### src/rtl/can_stuff_pkg.sv
// Shared types and constants for the CAN receive-path bit destuffer.
package can_stuff_pkg;

    typedef enum logic [1:0] {
        IDLE   = 2'd0,
        COUNT  = 2'd1,
        EXPECT = 2'd2,
        ERROR  = 2'd3
    } stuff_state_t;

    localparam int CAN_RUN_LEN_CLASSIC = 5;
    localparam int STUFF_CNT_W         = 3;

endpackage

### src/rtl/can_stuff_cnt.sv
// Modulo-8 count of removed stuff bits, restarted at the beginning of every stuffed region.
module can_stuff_cnt
    import can_stuff_pkg::*;
(
    input  logic                   clk,
    input  logic                   reset,
    input  logic                   stuff_en,
    input  logic                   stuff_drop,
    output logic [STUFF_CNT_W-1:0] stuff_cnt
);

    logic                   stuff_en_q, stuff_en_d;
    logic [STUFF_CNT_W-1:0] cnt_q, cnt_d;

    always_comb begin
        stuff_en_d = stuff_en;
        cnt_d      = cnt_q;
        if (stuff_en && !stuff_en_q) begin
            cnt_d = '0;
        end else if (stuff_drop) begin
            cnt_d = cnt_q + 1'b1;
        end
    end

    always_ff @(posedge clk) begin
        if (reset) begin
            stuff_en_q <= 1'b0;
            cnt_q      <= '0;
        end else begin
            stuff_en_q <= stuff_en_d;
            cnt_q      <= cnt_d;
        end
    end

    assign stuff_cnt = cnt_q;

endmodule

### src/rtl/can_bit_destuffer.sv
// CAN bit destuffer and stuff-rule checker; all outputs registered, one clk after sample_en.
// Define CAN_STUFF_CNT_EN to build the modulo-8 stuff-bit counter; otherwise stuff_cnt is 0.
module can_bit_destuffer
    import can_stuff_pkg::*;
#(
    parameter int RUN_LEN    = CAN_RUN_LEN_CLASSIC,
    parameter int CNT_W      = 4,
    parameter bit ERR_STICKY = 1'b1
) (
    input  logic                   clk,
    input  logic                   reset,
    input  logic                   sample_en,
    input  logic                   rx_bit,
    input  logic                   stuff_en,
    output logic                   data_bit,
    output logic                   data_valid,
    output logic                   stuff_drop,
    output logic                   stuff_err,
    output logic [CNT_W-1:0]       run_cnt,
    output logic [STUFF_CNT_W-1:0] stuff_cnt
);

    localparam logic [CNT_W-1:0] RUN_LEN_C = CNT_W'(RUN_LEN);
    localparam logic [CNT_W-1:0] ONE_C     = CNT_W'(1);

    stuff_state_t     state_q, state_d;
    logic             prev_q, prev_d;
    logic [CNT_W-1:0] run_cnt_q, run_cnt_d;
    logic             data_bit_q, data_bit_d;
    logic             data_valid_q, data_valid_d;
    logic             stuff_drop_q, stuff_drop_d;
    logic             stuff_err_q, stuff_err_d;

    always_comb begin
        state_d      = state_q;
        prev_d       = prev_q;
        run_cnt_d    = run_cnt_q;
        data_bit_d   = data_bit_q;
        data_valid_d = 1'b0;
        stuff_drop_d = 1'b0;
        stuff_err_d  = ERR_STICKY ? stuff_err_q : 1'b0;

        // Leaving the stuffed region overrides every state, including a pending stuff bit.
        if (!stuff_en) begin
            state_d     = IDLE;
            run_cnt_d   = '0;
            stuff_err_d = 1'b0;
            if (sample_en) begin
                data_bit_d   = rx_bit;
                data_valid_d = 1'b1;
            end
        end else begin
            unique case (state_q)
                IDLE: begin
                    if (sample_en) begin
                        data_bit_d   = rx_bit;
                        data_valid_d = 1'b1;
                        prev_d       = rx_bit;
                        run_cnt_d    = ONE_C;
                        state_d      = COUNT;
                    end
                end
                COUNT: begin
                    if (sample_en) begin
                        data_bit_d   = rx_bit;
                        data_valid_d = 1'b1;
                        if (rx_bit == prev_q) begin
                            run_cnt_d = run_cnt_q + ONE_C;
                            if (run_cnt_q + ONE_C == RUN_LEN_C) begin
                                state_d = EXPECT;
                            end
                        end else begin
                            run_cnt_d = ONE_C;
                            prev_d    = rx_bit;
                        end
                    end
                end
                EXPECT: begin
                    if (sample_en) begin
                        if (rx_bit != prev_q) begin
                            stuff_drop_d = 1'b1;
                            prev_d       = rx_bit;
                            run_cnt_d    = ONE_C;
                            state_d      = COUNT;
                        end else begin
                            stuff_err_d = 1'b1;
                            state_d     = ERROR;
                        end
                    end
                end
                ERROR: begin
                end
                default: begin
                    state_d = IDLE;
                end
            endcase
        end
    end

    always_ff @(posedge clk) begin
        if (reset) begin
            state_q      <= IDLE;
            prev_q       <= 1'b0;
            run_cnt_q    <= '0;
            data_bit_q   <= 1'b0;
            data_valid_q <= 1'b0;
            stuff_drop_q <= 1'b0;
            stuff_err_q  <= 1'b0;
        end else begin
            state_q      <= state_d;
            prev_q       <= prev_d;
            run_cnt_q    <= run_cnt_d;
            data_bit_q   <= data_bit_d;
            data_valid_q <= data_valid_d;
            stuff_drop_q <= stuff_drop_d;
            stuff_err_q  <= stuff_err_d;
        end
    end

    assign data_bit   = data_bit_q;
    assign data_valid = data_valid_q;
    assign stuff_drop = stuff_drop_q;
    assign stuff_err  = stuff_err_q;
    assign run_cnt    = run_cnt_q;

`ifdef CAN_STUFF_CNT_EN
    // Fed from the next-state drop so the count moves together with stuff_drop.
    can_stuff_cnt u_stuff_cnt (
        .clk        (clk),
        .reset      (reset),
        .stuff_en   (stuff_en),
        .stuff_drop (stuff_drop_d),
        .stuff_cnt  (stuff_cnt)
    );
`else
    assign stuff_cnt = '0;
`endif

endmodule
### config.mk
export PLATFORM = sky130hd
export DESIGN_NAME = can_bit_destuffer
export DESIGN_NICKNAME = d
export VERILOG_FILES = /design/src/rtl/can_stuff_pkg.sv /design/src/rtl/can_stuff_cnt.sv /design/src/rtl/can_bit_destuffer.sv
export SDC_FILE = /design/constraint.sdc
export NUM_CORES = 1
export LEC_CHECK = 0
export BUFFER_PORTS_ARGS = -buffer_cell sky130_fd_sc_hd__buf_2
export CAP_MARGIN = 5
export CORE_MARGIN = 5
export CORE_UTILIZATION = 40
export CTS_CLUSTER_DIAMETER = 200
export DETAILED_ROUTE_END_ITERATION = 8
export PLACE_DENSITY = 0.75
export REMOVE_ABC_BUFFERS = 1
export SLEW_MARGIN = 30
export SYNTH_ARGS = -nofsm -noshare
export SYNTH_HDL_FRONTEND = slang
export SYNTH_SLANG_ARGS = --single-unit
### constraint.sdc
create_clock -name clk -period 3.85 [get_ports clk]
set_clock_uncertainty 0.05 [all_clocks]
set_input_delay 0.5775 -clock clk [delete_from_list [all_inputs] [get_ports clk]]
set_output_delay 0.5775 -clock clk [all_outputs]
set_load 0.02 [all_outputs]
# ---- After elaboration in Yosys (flattened, before gate mapping)
# Cells that the tools add are included.
dict set report classes {
  n_addsub 1
  n_mul 0
  div_mod_pow 0
  order_cmp 0
  n_eq_ne 13
  n_shift 0
  n_mux 26
  bitwise 4
  reduce_logical 9
}
# operator n
set ops {}
lappend ops {{2-to-1 mux 4 bit} 5}
lappend ops {{!= test 2 bit (second input constant)} 8}
lappend ops {{2-to-1 mux 1 bit} 12}
lappend ops {{2-to-1 mux 2 bit} 6}
lappend ops {{case mux 4 bit (3 select lines)} 1}
lappend ops {{AND reduction 7 bit} 1}
lappend ops {{case mux 2 bit (3 select lines)} 1}
lappend ops {{AND reduction 6 bit} 1}
lappend ops {{AND reduction 5 bit} 1}
lappend ops {{adder 4 x 1 -> 4 bit (second input constant)} 1}
lappend ops {{equality test 4 x 3 -> 1 bit (second input constant)} 1}
lappend ops {{NOT 1 bit} 4}
lappend ops {{OR reduction 2 bit} 2}
lappend ops {{OR reduction 4 bit} 1}
lappend ops {{case mux 1 bit (3 select lines)} 1}
lappend ops {{AND reduction 3 bit} 1}
lappend ops {{nonzero test 3 bit} 1}
lappend ops {{equality test 2 x 1 -> 1 bit (second input constant)} 1}
lappend ops {{equality test 2 bit (second input constant)} 1}
lappend ops {{logical NOT 2 bit} 1}
lappend ops {{equality test 1 bit} 1}
lappend ops {{!= test 1 bit} 1}
dict set report totals {
  register_bits 11
  latch_bits 0
  ramBits 0
  rom_bits 0
  n_memories 0
}

# ---- Depth between registers and ports, before layout
# Gate-level depths: netlist of the first run.
dict set report depth {
  ltp_word 6
  depth_mapped 6
  mapped_depth_nobuf 6
}

# ---- Worst setup path after synthesis of the first run
# OpenSTA, ideal clock, no wires.
dict set report synth_path {
  kind {register to register}
  start {reg run_cnt_q[0] (netlist: run_cnt[0])}
  end {reg state_q[0]}
  t_arrival_ns 1.400
  required_ns 3.680
  setup_slack_ns 2.280
  stages_incl_launch_ff 6
  path_buffers 0
  cell_sequence {dfxtp_1 ha_1 xor2_1 nand2_1 o41a_1 mux2i_1}
}
dict set report synth_between {
  elab_chain_cells 4
}
# element line
set synth_lines {}
lappend synth_lines {{from (decl)} can_bit_destuffer.sv:28} ;# logic [CNT_W-1:0] run_cnt_q, run_cnt_d;
lappend synth_lines {{from (signal assigned)} can_bit_destuffer.sv:112} ;# run_cnt_q <= run_cnt_d;
lappend synth_lines {{adder 4 x 1 -> 4 bit} can_bit_destuffer.sv:69} ;# if (run_cnt_q + ONE_C == RUN_LEN_C) begin
lappend synth_lines {{equality test 4 x 3 -> 1 bit} can_bit_destuffer.sv:69}
lappend synth_lines {{!= test 2 bit (no line)} -}
lappend synth_lines {{AND reduction 6 bit (no line)} -}
lappend synth_lines {{to (signal assigned)} can_bit_destuffer.sv:110} ;# state_q <= state_d;
lappend synth_lines {{to (decl)} can_bit_destuffer.sv:26} ;# stuff_state_t state_q, state_d;
# No other way between the ends.
# A chain may end at the register's enable or synchronous reset.

# ---- Worst setup path in the final report of the first run
dict set report layout_path {
  start {reg state_q[0]}
  end {reg run_cnt_q[2] (netlist: run_cnt[2])}
}
dict set report layout_between {
  elab_chain_cells 3
  elab_cells_between_ends 10
  classes_between {eq/ne (6); mux (1); reduce/logical (3)}
}
# element line
set layout_lines {}
lappend layout_lines {{equality test 2 bit, or another cell as far along} can_bit_destuffer.sv:53} ;# unique case (state_q)
lappend layout_lines {{!= test 2 bit (no line) / nonzero test 3 bit (equally long branches)} -}
lappend layout_lines {{AND reduction 5 bit (no line)} -}
# Parallel ways exist; a longest one is shown, timed or not.

==> results.md, run 1 <==
* Share of layout cells above drive strength 1 at 0.2111
* CTS H-tree depth at 1
* DIE WIDTH at between 50 and 60 um
* DR DRC count at 0
* Peak VDD IR at around 110 uV
* Final non-filler cell total at 106
* Maximum number of pins on one net before global-route repair at 8
* Max clock buf depth at 2
* Post-synthesis cell count at 75
* GRT Total Usage at 0.1106
* Setup CP Type: register to register
* Inst Count DP at 102
* Maxcap violations at 0
* Detailed Place HPWL at between 1000 and 1500 um
* Seq cells post-synth at 11
* Clock transition at path regs at 0.07 ns
* Ports at 16
* Post-synth EDFFs at 0
* Status: completed
* Via count at approximately 560
* Slowest cell on crit path: nor4_2
* Unrepaired setup endpoints after global routing: no
* CP startpoint kind: register
* Final hold violations at 0
* CP endpoint kind: register
* CP required at between 3 and 4 ns
* Avg Synthesized Cell Area at 8.758 um2
* DR pass1 iterations at 4
* Post-synth cell types at 27
* Finished Cell Area at between 700 and 800 um2
* WL final at about 1400 um
* Leakage at approximately 0.34 nW
* Highest clock rate at between 500 and 600 MHz
* Clk Latency, worst-skew pair at ~0.27 ns
* Hold WC Path Type: register to register
* Ys flop type: dfxtp_1
* Fraction of registers with async set/reset at 0
* NumNets Final at 103
* Die Span Y at a little over 50 um
* CTS tree: yes
* Number of global-route vias before repair at 520
* Wire length per cell at 12.89 um
* Final min period at 1.754 ns
* Vias per inst at 5.264
* Synth Cell Area at around 660 um2
* Post-route ant nets at 0
* GRT overflow at 0
* Slew Viols, Final at 0
* Initial Util at 0.4310
* CP cell instances: inv_1 -> ha_1 -> nor4_2 -> a211oi_1 -> a211oi_1
* Post-CTS Setup Repair Bufs at 0
* Setup TNS at 0 ns
* Buffers on Ports at 12
* Critical Path AT at 1.89 ns
* Multi-input logic area at approximately 390 um2
* Pre-CTS setup slack at between 2 and 2.5 ns
* Placed Area at 721.9 um2
* Routability congestion estimate from global placement at 0.8285
* FF/Latch Area at approximately 220 um2
* Detailed Route Iter0 Violations at 7
* Pwr/cell area at roughly 320 nW/um2
* Crit path largest cell delay at 0.48 ns
* Total CTS buffers at 3
* Post-CTS sizing at 0
* Core Footprint at 1524 um2
* Crit-path most repeated cell: a211oi_1
* Final WS setup at roughly 2.1 ns
* CP max FO at 5
* Sequential area share after synthesis at 0.3352
* Yosys warns at 0
* Die ar. at between 2000 and 3000 um2
* CTS root buf: clkbuf_4
* Rows at 14
* Antenna cells at 0
* Final period utilization at 0.4556
* Fill count at 138
* Clk sink count at 11
* Layout area overhead at 13.90%
* Setup violations, final at 0
* CTS hold repair buffers at 0
* First-pass GRT wire length at approximately 2200 um
* Antenna violations before repair at 0
[layout make-up]
class / count / area share
timing repair buffer: 12 / 0.08027
sequential: 11 / 0.2943
tap: 16 / 0.02676
multi-input combinational: 54 / 0.5184
inverter: 9 / 0.04515
clock buffer: 4 / 0.03512
[metal layers]
metal,track usage,vias up,routed length [um]
li1,-,281,-
met1,0.1219,267,591
met2,0.1839,8,709
met3,0.02071,2,41
met4,0.08511,0,23
met5,0,-,0
[sequential cells by signal, summed over array words and instances (netlist names)]
register	count
data_bit	1
data_valid	1
prev_q	1
run_cnt	4
state_q	2
stuff_drop	1
stuff_err	1
[final timing paths]
| check | from | end | slack [ns] | depth (start not counted) |
|---|---|---|---|---|
| setup / recovery | state_q[0] | run_cnt[2] | 2.10 | 5 |
| hold / removal | stuff_err | stuff_err | 0.41 | 2 |
| setup reg to reg | state_q[0] | run_cnt[2] | 2.10 | 5 |
| hold reg to reg | stuff_err | stuff_err | 0.41 | 2 |
[worst max-delay path, delay by kind of cell (launching register included)]
kind                       cells  cell delay [ns]
buffers and inverters          1             0.09
and+or+nand+nor                1             0.48
adders and majority gates      1             0.27
DFF                            1             0.42
AOI/OAI and AO/OA              2             0.37
[power by group]
group          switching, mW  internal (mW)
clock network         0.0434         0.0401
logic                 0.0227         0.0134
registers            0.00345          0.117
total                 0.0696          0.170
[per-stage QoR]
step | hold slack (ns) | total power, mW | utilization
after floorplan | 0.4210 | 0.1476 | -
after global placement | 0.3953 | 0.1572 | 0.4737
after detailed placement | 0.4032 | 0.1587 | 0.4737
after CTS | 0.4211 | 0.2411 | 0.4910
after global routing | 0.4662 | 0.2515 | 0.4910
final | 0.4135 | 0.2400 | 0.4910
[cells by family (layout without fill, tap and decap cells)]
family | count (synthesis) | count (layout) | synth area share
buffers and inverters | 12 | 25 | 0.08571
other | 1 | 3 | 0.005709
DFF | 11 | 11 | 0.3352
muxes | 3 | 3 | 0.04572
adders and majority gates | 7 | 7 | 0.1333
xor gates and xnor gates | 4 | 4 | 0.06478
AOI/OAI and AO/OA | 17 | 17 | 0.1828
and+or+nand+nor | 20 | 20 | 0.1467
[synth_stat cells, types with 2 or more instances]
cell type / count / area share
dfxtp_1: 11 / 0.34
inv_1: 9 / 0.051
nand2_1: 8 / 0.046
ha_1: 7 / 0.13
nor2_1: 5 / 0.029
a21oi_1: 4 / 0.030
buf_4: 3 / 0.034
mux2i_1: 3 / 0.046
o21ai_0: 3 / 0.023
a211oi_1: 2 / 0.023
nand3_1: 2 / 0.015
o31ai_1: 2 / 0.023
xnor2_1: 2 / 0.027
[placed cells by master, fill, tap and decap left out]
master / instances
o41a_1: 1
xnor2_1: 2
clkbuf_4: 3
dfxtp_1: 11
nand3_1: 2
a31oi_1: 1
nand2_1: 8
conb_1: 3
a22oi_2: 1
o211ai_1: 1
o31ai_1: 2
or2_2: 1
buf_2: 12
xor2_2: 1
inv_1: 9
a21oi_1: 4
xor2_1: 1
o21ai_0: 3
clkbuf_1: 1
nor3_1: 1
a211oi_1: 2
mux2i_1: 3
o21bai_1: 1
nor2_1: 5
or4_1: 1
ha_1: 7
o211a_1: 1
nand2b_1: 1
nor4_2: 1
(Power assumes the default switching activity.)
==> run 2, diff against run 1 <==
clock period = 1.7 ns   (was 3.85 ns; I/O delays follow)
==> run 2 against run 1 <==
Core utilization increased by 1.6 points. Design area increased by 3.3%. Sequential power increased by 130%. Global-route usage increased by 0.94 points. Via count increased by 0.18%. Combinational power increased by 130%. Largest power group unchanged. Highest routed layer unchanged.
==> results.md, run 2 (synthesized netlist as in run 1, its figures left out) <==
* Status: completed (unchanged)
* Clk sink count at 11 (unchanged)
* DR DRC count at 0 (unchanged)
* Slowest cell on crit path: or4_1 (was nor4_2)
* Fill count at 144 (was 138)
* NumNets Final at 105 (was 103)
* Die ar. at 2553 um2 (unchanged)
* Detailed Place HPWL at 1040 um (was 1017 um)
* Share of layout cells above drive strength 1 at 0.2717 (was 0.2111)
* Number of global-route vias before repair at 538 (was 520)
* Core Footprint at 1524 um2 (unchanged)
* Met3 wire len at 54 um (was 41 um)
* CTS tree: yes (unchanged)
* CP Buf/Inv Count at 1 (unchanged)
* DR pass1 iterations at 4 (unchanged)
* Maxcap violations at 0 (unchanged)
* Leakage at 0.3448 nW (was 0.3352 nW)
* Layout area overhead at 17.71% (was 13.90%)
* Critical Path AT at 1.79 ns (was 1.89 ns)
* Final WS setup at 0.06702 ns (was 2.096 ns)
* Post-CTS Setup Repair Bufs at 0 (unchanged)
* Pre-CTS setup slack at 0.01299 ns (was 2.051 ns)
* Final period utilization at 0.9606 (was 0.4556)
* CTS H-tree depth at 1 (unchanged)
* CP max FO at 6 (was 5)
* Vias per inst at 5.176 (was 5.264)
* CP required at 1.86 ns (was 3.99 ns)
* Antenna cells at 0 (unchanged)
* Unrepaired setup endpoints after global routing: yes (was no)
* Peak VDD IR at 407.0 uV (was 111.6 uV)
* DIE WIDTH at 50.53 um (unchanged)
* Highest clock rate at 612.4 MHz (was 570.1 MHz)
* Finished Cell Area at 773.2 um2 (was 748.2 um2)
* Hold_ws at 0.1418 ns (was 0.4135 ns)
* Most frequent cells in the layout: 12 x buf_2, 9 x inv_1, 9 x dfxtp_1 (was 12 x buf_2, 11 x dfxtp_1, 9 x inv_1)
* Final Core Density at 0.5074 (was 0.4910)
* Routed met2 length at 725 um (was 709 um)
* Via count at 559 (was 558)
* Max FFs per register at 4 (unchanged)
* Die Span Y at 50.53 um (unchanged)
* Rows at 14 (unchanged)
* Pwr/cell area at 696.5 nW/um2 (was 320.8 nW/um2)
* Final non-filler cell total at 108 (was 106)
* Total CTS buffers at 3 (unchanged)
* Crit path largest cell delay at 0.42 ns (was 0.48 ns)
* Max clock buf depth at 2 (unchanged)
* Final hold violations at 0 (unchanged)
* Initial Util at 0.4310 (unchanged)
* Buffers on Ports at 12 (unchanged)
* Slew Viols, Final at 0 (unchanged)
* Placed Area at 737.0 um2 (was 721.9 um2)
* Detailed Route Iter0 Violations at 15 (was 7)
* GRT Total Usage at 0.1200 (was 0.1106)
* Inst Count DP at 104 (was 102)
* CP startpoint kind: register (unchanged)
* Antenna violations before repair at 0 (unchanged)
* CP endpoint kind: register (unchanged)
* Ports at 16 (unchanged)
* Setup violations, final at 0 (unchanged)
* Wire length per cell at 12.89 um (about the same)
* Routability congestion estimate from global placement at 0.8034 (was 0.8285)
* Post-route ant nets at 0 (unchanged)
* Most common cell after layout, fill and taps aside: buf_2 (unchanged)
* CTS root buf: clkbuf_4 (unchanged)
* CP cell instances: inv_1 -> ha_1 -> o21bai_1 -> a22oi_2 -> or4_1 -> a21oi_1 (was inv_1 -> ha_1 -> nor4_2 -> a211oi_1 -> a211oi_1)
* Post-CTS sizing at 1 (was 0)
* GRT overflow at 0 (unchanged)
* Max layer used: met4 (unchanged)
* Met1 wire length at 562 um (was 591 um)
* CTS hold repair buffers at 0 (unchanged)
* WL final at 1392 um (was 1366 um)
* Clk Latency, worst-skew pair at 0.27 ns (about the same)
* Maximum number of pins on one net before global-route repair at 8 (unchanged)
* Clock transition at path regs at 0.07 ns (about the same)
* Final min period at 1.633 ns (was 1.754 ns)
* Setup CP Type: register to register (unchanged)
* Hold WC Path Type: input pin to register (was register to register)
* First-pass GRT wire length at 2270 um (was 2194 um)
* Crit path max-delay family: compound AO/OA/AOI/OAI gates (was simple AND/OR/NAND/NOR gates)
[run 2: changes by cell type in the layout (fill, tap and decap cells not counted), sizes merged]
cell  delta
buf      +2
[run 2: per-stage QoR]
stage          power (mW)     TNS [ns]
2_1_floorplan      0.3344            0
3_3_place_gp       0.3574            0
3_5_place_dp       0.3599            0
4_1_cts            0.5484            0
5_1_grt            0.5692  -0.00007117
6_report           0.5385            0
[run 2: cell type report]
type | count | area (um2) | share of cell area
multi-input combinational | 54 | 392.9 | 0.5081
sequential | 11 | 225.2 | 0.2913
timing repair buffer | 14 | 75.07 | 0.09709
inverter | 9 | 33.78 | 0.04369
clock buffer | 4 | 26.28 | 0.03398
tap | 16 | 20.02 | 0.02589
[run 2: final timing paths]
kind / from / end / slack [ns] / cells after the start
max: state_q[0] / prev_q / 0.07 / 6
min: reset / prev_q / 0.14 / 2
max reg2reg: state_q[0] / prev_q / 0.07 / 6
min reg2reg: stuff_err / stuff_err / 0.41 / 2
[run 2: where the power goes]
group / leakage (nW) / internal [mW] / switching (mW)
logic: 0.239 / 0.0315 / 0.0523
registers: 0.0908 / 0.264 / 0.00740
clock network: 0.0150 / 0.0911 / 0.0918
total: 0.345 / 0.387 / 0.152
[run 2: layer usage]
layer | global-route usage | vias to the layer above
li1 | - | 281
met1 | 0.1248 | 262
met2 | 0.1942 | 11
met3 | 0.02959 | 5
met4 | 0.1106 | 0
met5 | 0 | -
==> run 3, diff against run 2 <==
ABC_AREA = 1   (was unset)
PLACE_DENSITY = 0.74   (was 0.75)
clock period = 1.55 ns   (was 1.7 ns; I/O delays follow)
==> run 3 against run 2 <==
Final cell count grew 19%. Global-route usage is 0.49 points lower. Register-to-register slack gained 0.02 ns. Clock-buffer cell count unchanged. Largest cell class unchanged. Via count increased by 6.8%. Routed wire length is the same.
==> results.md, run 3 <==
* DIE WIDTH at 51.18 um (was 50.53 um)
* Post-route ant nets at 0 (unchanged)
* Slew Viols, Final at 0 (unchanged)
* CTS H-tree depth at 1 (unchanged)
* Antenna violations before repair at 0 (unchanged)
* Fraction of registers with async set/reset at 0 (unchanged)
* Initial Util at 0.4350 (was 0.4310)
* FF-to-FF End: run_cnt[1] (was prev_q)
* Final min period at 1.465 ns (was 1.633 ns)
* Rows at 14 (unchanged)
* Clk sink count at 11 (unchanged)
* Final non-filler cell total at 128 (was 108)
* CP startpoint kind: register (unchanged)
* Hold Crit Start: reset (unchanged)
* Peak VDD IR at 417.7 uV (was 407.0 uV)
* Ys flop type: dfxtp_1 (unchanged)
* Pwr/cell area at 765.4 nW/um2 (was 696.5 nW/um2)
* Detailed Route Iter0 Violations at 9 (was 15)
* Inst Count DP at 123 (was 104)
* Detailed Place HPWL at 1100 um (was 1040 um)
* Most frequent cells in the layout: 19 x nand2_1, 13 x nor2_1, 12 x inv_1, 12 x buf_2, 9 x dfxtp_1 (was 12 x buf_2, 9 x inv_1, 9 x dfxtp_1)
* CP max FO at 7 (was 6)
* Most frequent cells after synthesis: 19 x nand2_1, 14 x inv_1, 13 x nor2_1, 11 x dfxtp_1, 7 x ha_1 (was 11 x dfxtp_1, 9 x inv_1, 8 x nand2_1, 7 x ha_1, 5 x nor2_1)
* Worst r2r src: state_q[0] (unchanged)
* GRT Total Usage at 0.1152 (was 0.1200)
* Number of global-route vias before repair at 539 (was 538)
* WL final at 1392 um (unchanged)
* Routability congestion estimate from global placement at 0.7324 (was 0.8034)
* First-pass GRT wire length at 2214 um (was 2270 um)
* Yosys warns at 0 (unchanged)
* Die Span Y at 51.18 um (was 50.53 um)
* Ports at 16 (unchanged)
* Post-synth EDFFs at 0 (unchanged)
* Register-to-register setup slack at 0.08 ns (was 0.07 ns)
* Wire length per cell at 10.88 um (was 12.89 um)
* Finished Cell Area at 809.5 um2 (was 773.2 um2)
* Total CTS buffers at 3 (unchanged)
* Setup CP Type: register to register (unchanged)
* Maximum number of pins on one net before global-route repair at 8 (unchanged)
* Final period utilization at 0.9454 (was 0.9606)
* Share of the synthesized area in the top cell type at 0.3247 (was 0.3352)
* Layout area overhead at 19.37% (was 17.71%)
* Post-synthesis cell count at 94 (was 75)
* Via count at 597 (was 559)
* Critical Path AT at 1.61 ns (was 1.79 ns)
* Setup violations, final at 0 (unchanged)
* Maxcap violations at 0 (unchanged)
* Highest clock rate at 682.4 MHz (was 612.4 MHz)
* Reg2Reg Depth at 9 (was 6)
* Share of layout cells above drive strength 1 at 0.3036 (was 0.2717)
* Core Footprint at 1559 um2 (was 1524 um2)
* CTS root buf: clkbuf_4 (unchanged)
* NumNets Final at 125 (was 105)
* Buffers on Ports at 12 (unchanged)
* CTS tree: yes (unchanged)
* Placed Area at 758.2 um2 (was 737.0 um2)
* Status: completed (unchanged)
* Seq cells post-synth at 11 (unchanged)
* Avg Synthesized Cell Area at 7.214 um2 (was 8.758 um2)
* Max clock buf depth at 2 (unchanged)
* Top post-synthesis cells by area: dfxtp_1 32%, ha_1 13%, nand2_1 11% (was dfxtp_1 34%, ha_1 13%, inv_1 5.1%)
* Die ar. at 2619 um2 (was 2553 um2)
* GRT overflow at 0 (unchanged)
* Clock transition at path regs at 0.07 ns (about the same)
* Antenna cells at 0 (unchanged)
* Max FFs per register at 4 (unchanged)
* Sequential area share after synthesis at 0.3247 (was 0.3352)
* Clk Latency, worst-skew pair at 0.26 ns (was 0.27 ns)
* Count leader, synth: nand2_1 (was dfxtp_1)
* CP required at 1.70 ns (was 1.86 ns)
* Hold Path Sink: data_valid (was prev_q)
* Hold WC Path Type: input pin to register (unchanged)
* CTS hold repair buffers at 0 (unchanged)
* Leakage at 0.3899 nW (was 0.3448 nW)
* Post-synth cell types at 24 (was 27)
* Vias per inst at 4.664 (was 5.176)
* Fill count at 149 (was 144)
* Hold depth at 2 (unchanged)
* Final hold violations at 0 (unchanged)
* Most common cell after layout, fill and taps aside: nand2_1 (was buf_2)
* CP endpoint kind: register (unchanged)
* Pwr Total at 0.6196 mW (was 0.5385 mW)
* DR DRC count at 0 (unchanged)
* Post-synth top area cell: dfxtp_1 (unchanged)
* Synth Cell Area at 678.2 um2 (was 656.9 um2)
* DR pass1 iterations at 4 (unchanged)
run 3: cell count changes after synthesis, moves of 2 or more:
cell,change
a21oi_1,+2
inv_1,+5
mux2i_1,-3
nand2_1,+11
nor2_1,+8
nor2_2,+2
o21ai_0,-3
o21ai_1,+2
o31ai_1,-2
run 3: layout make-up:
class                      count  area (um2)  area share
multi-input combinational     67       399.1      0.4930
sequential                    11       225.2      0.2782
timing repair buffer          15       82.58      0.1020
inverter                      15       56.30     0.06955
clock buffer                   4       26.28     0.03246
tap                           16       20.02     0.02473
run 3: metrics by stage:
stage / util / setup WS (ns) / TNS (ns) / hold WS (ns)
2_1_floorplan: - / 0.08252 / 0 / 0.2516
3_3_place_gp: 0.4864 / 0.06343 / 0 / 0.3910
3_5_place_dp: 0.4864 / -0.0008418 / -0.0008418 / 0.3967
4_1_cts: 0.5040 / 0.04629 / 0 / 0.1110
5_1_grt: 0.5193 / -0.01819 / -0.02032 / 0.1052
6_report: 0.5193 / 0.08462 / 0 / 0.1204
run 3: logic make-up after synthesis:
group	synth area share
and+or+nand+nor	0.2971
buffers and inverters	0.1162
AOI/OAI and AO/OA	0.1144
DFF	0.3247
adders and majority gates	0.1291
xor gates and xnor gates	0.01292
other	0.005530
run 3: worst max-delay path, stage by stage, from the launching register on:
cell and delay, ns:
dfxtp_4 0.36, inv_1 0.07, ha_2 0.20, nor2_4 0.11
nor2_1 0.05, nor2_2 0.12, nand2_4 0.10, nor2_4 0.15
nand2_1 0.08, a21oi_1 0.11
run 3: worst max-delay path by stage:
stage               startpoint    endpoint  slack [ns]  cells past startpoint
finish              state_q[0]  run_cnt[1]        0.08                      9
global route        state_q[0]  run_cnt[3]       -0.02                      9
global placement    state_q[0]  run_cnt[3]        0.06                      9
detailed placement  state_q[0]  run_cnt[3]     -0.0008                      9
CTS                 state_q[0]  run_cnt[3]        0.05                      9
floorplan           state_q[0]  run_cnt[3]        0.08                      9
run 3: timing repair:
item | CTS | global route
setup endpoints to repair | 3 | 6
pin swaps | 0 | 5
setup buffers | 0 | 1
resized for setup | 1 | 8
run 3: per-layer routing:
layer / track usage / wire length, um / vias to the layer above
li1: - / - / 324
met1: 0.1195 / 617 / 250
met2: 0.1953 / 666 / 19
met3: 0.06395 / 94 / 4
met4: 0.04036 / 13 / 0
met5: 0 / 0 / -
run 3: power breakdown:
group / switching [mW] / internal (mW) / total, mW
clock: 0.0928 / 0.0995 / 0.192
sequential: 0.00842 / 0.293 / 0.301
combinational: 0.0796 / 0.0468 / 0.126
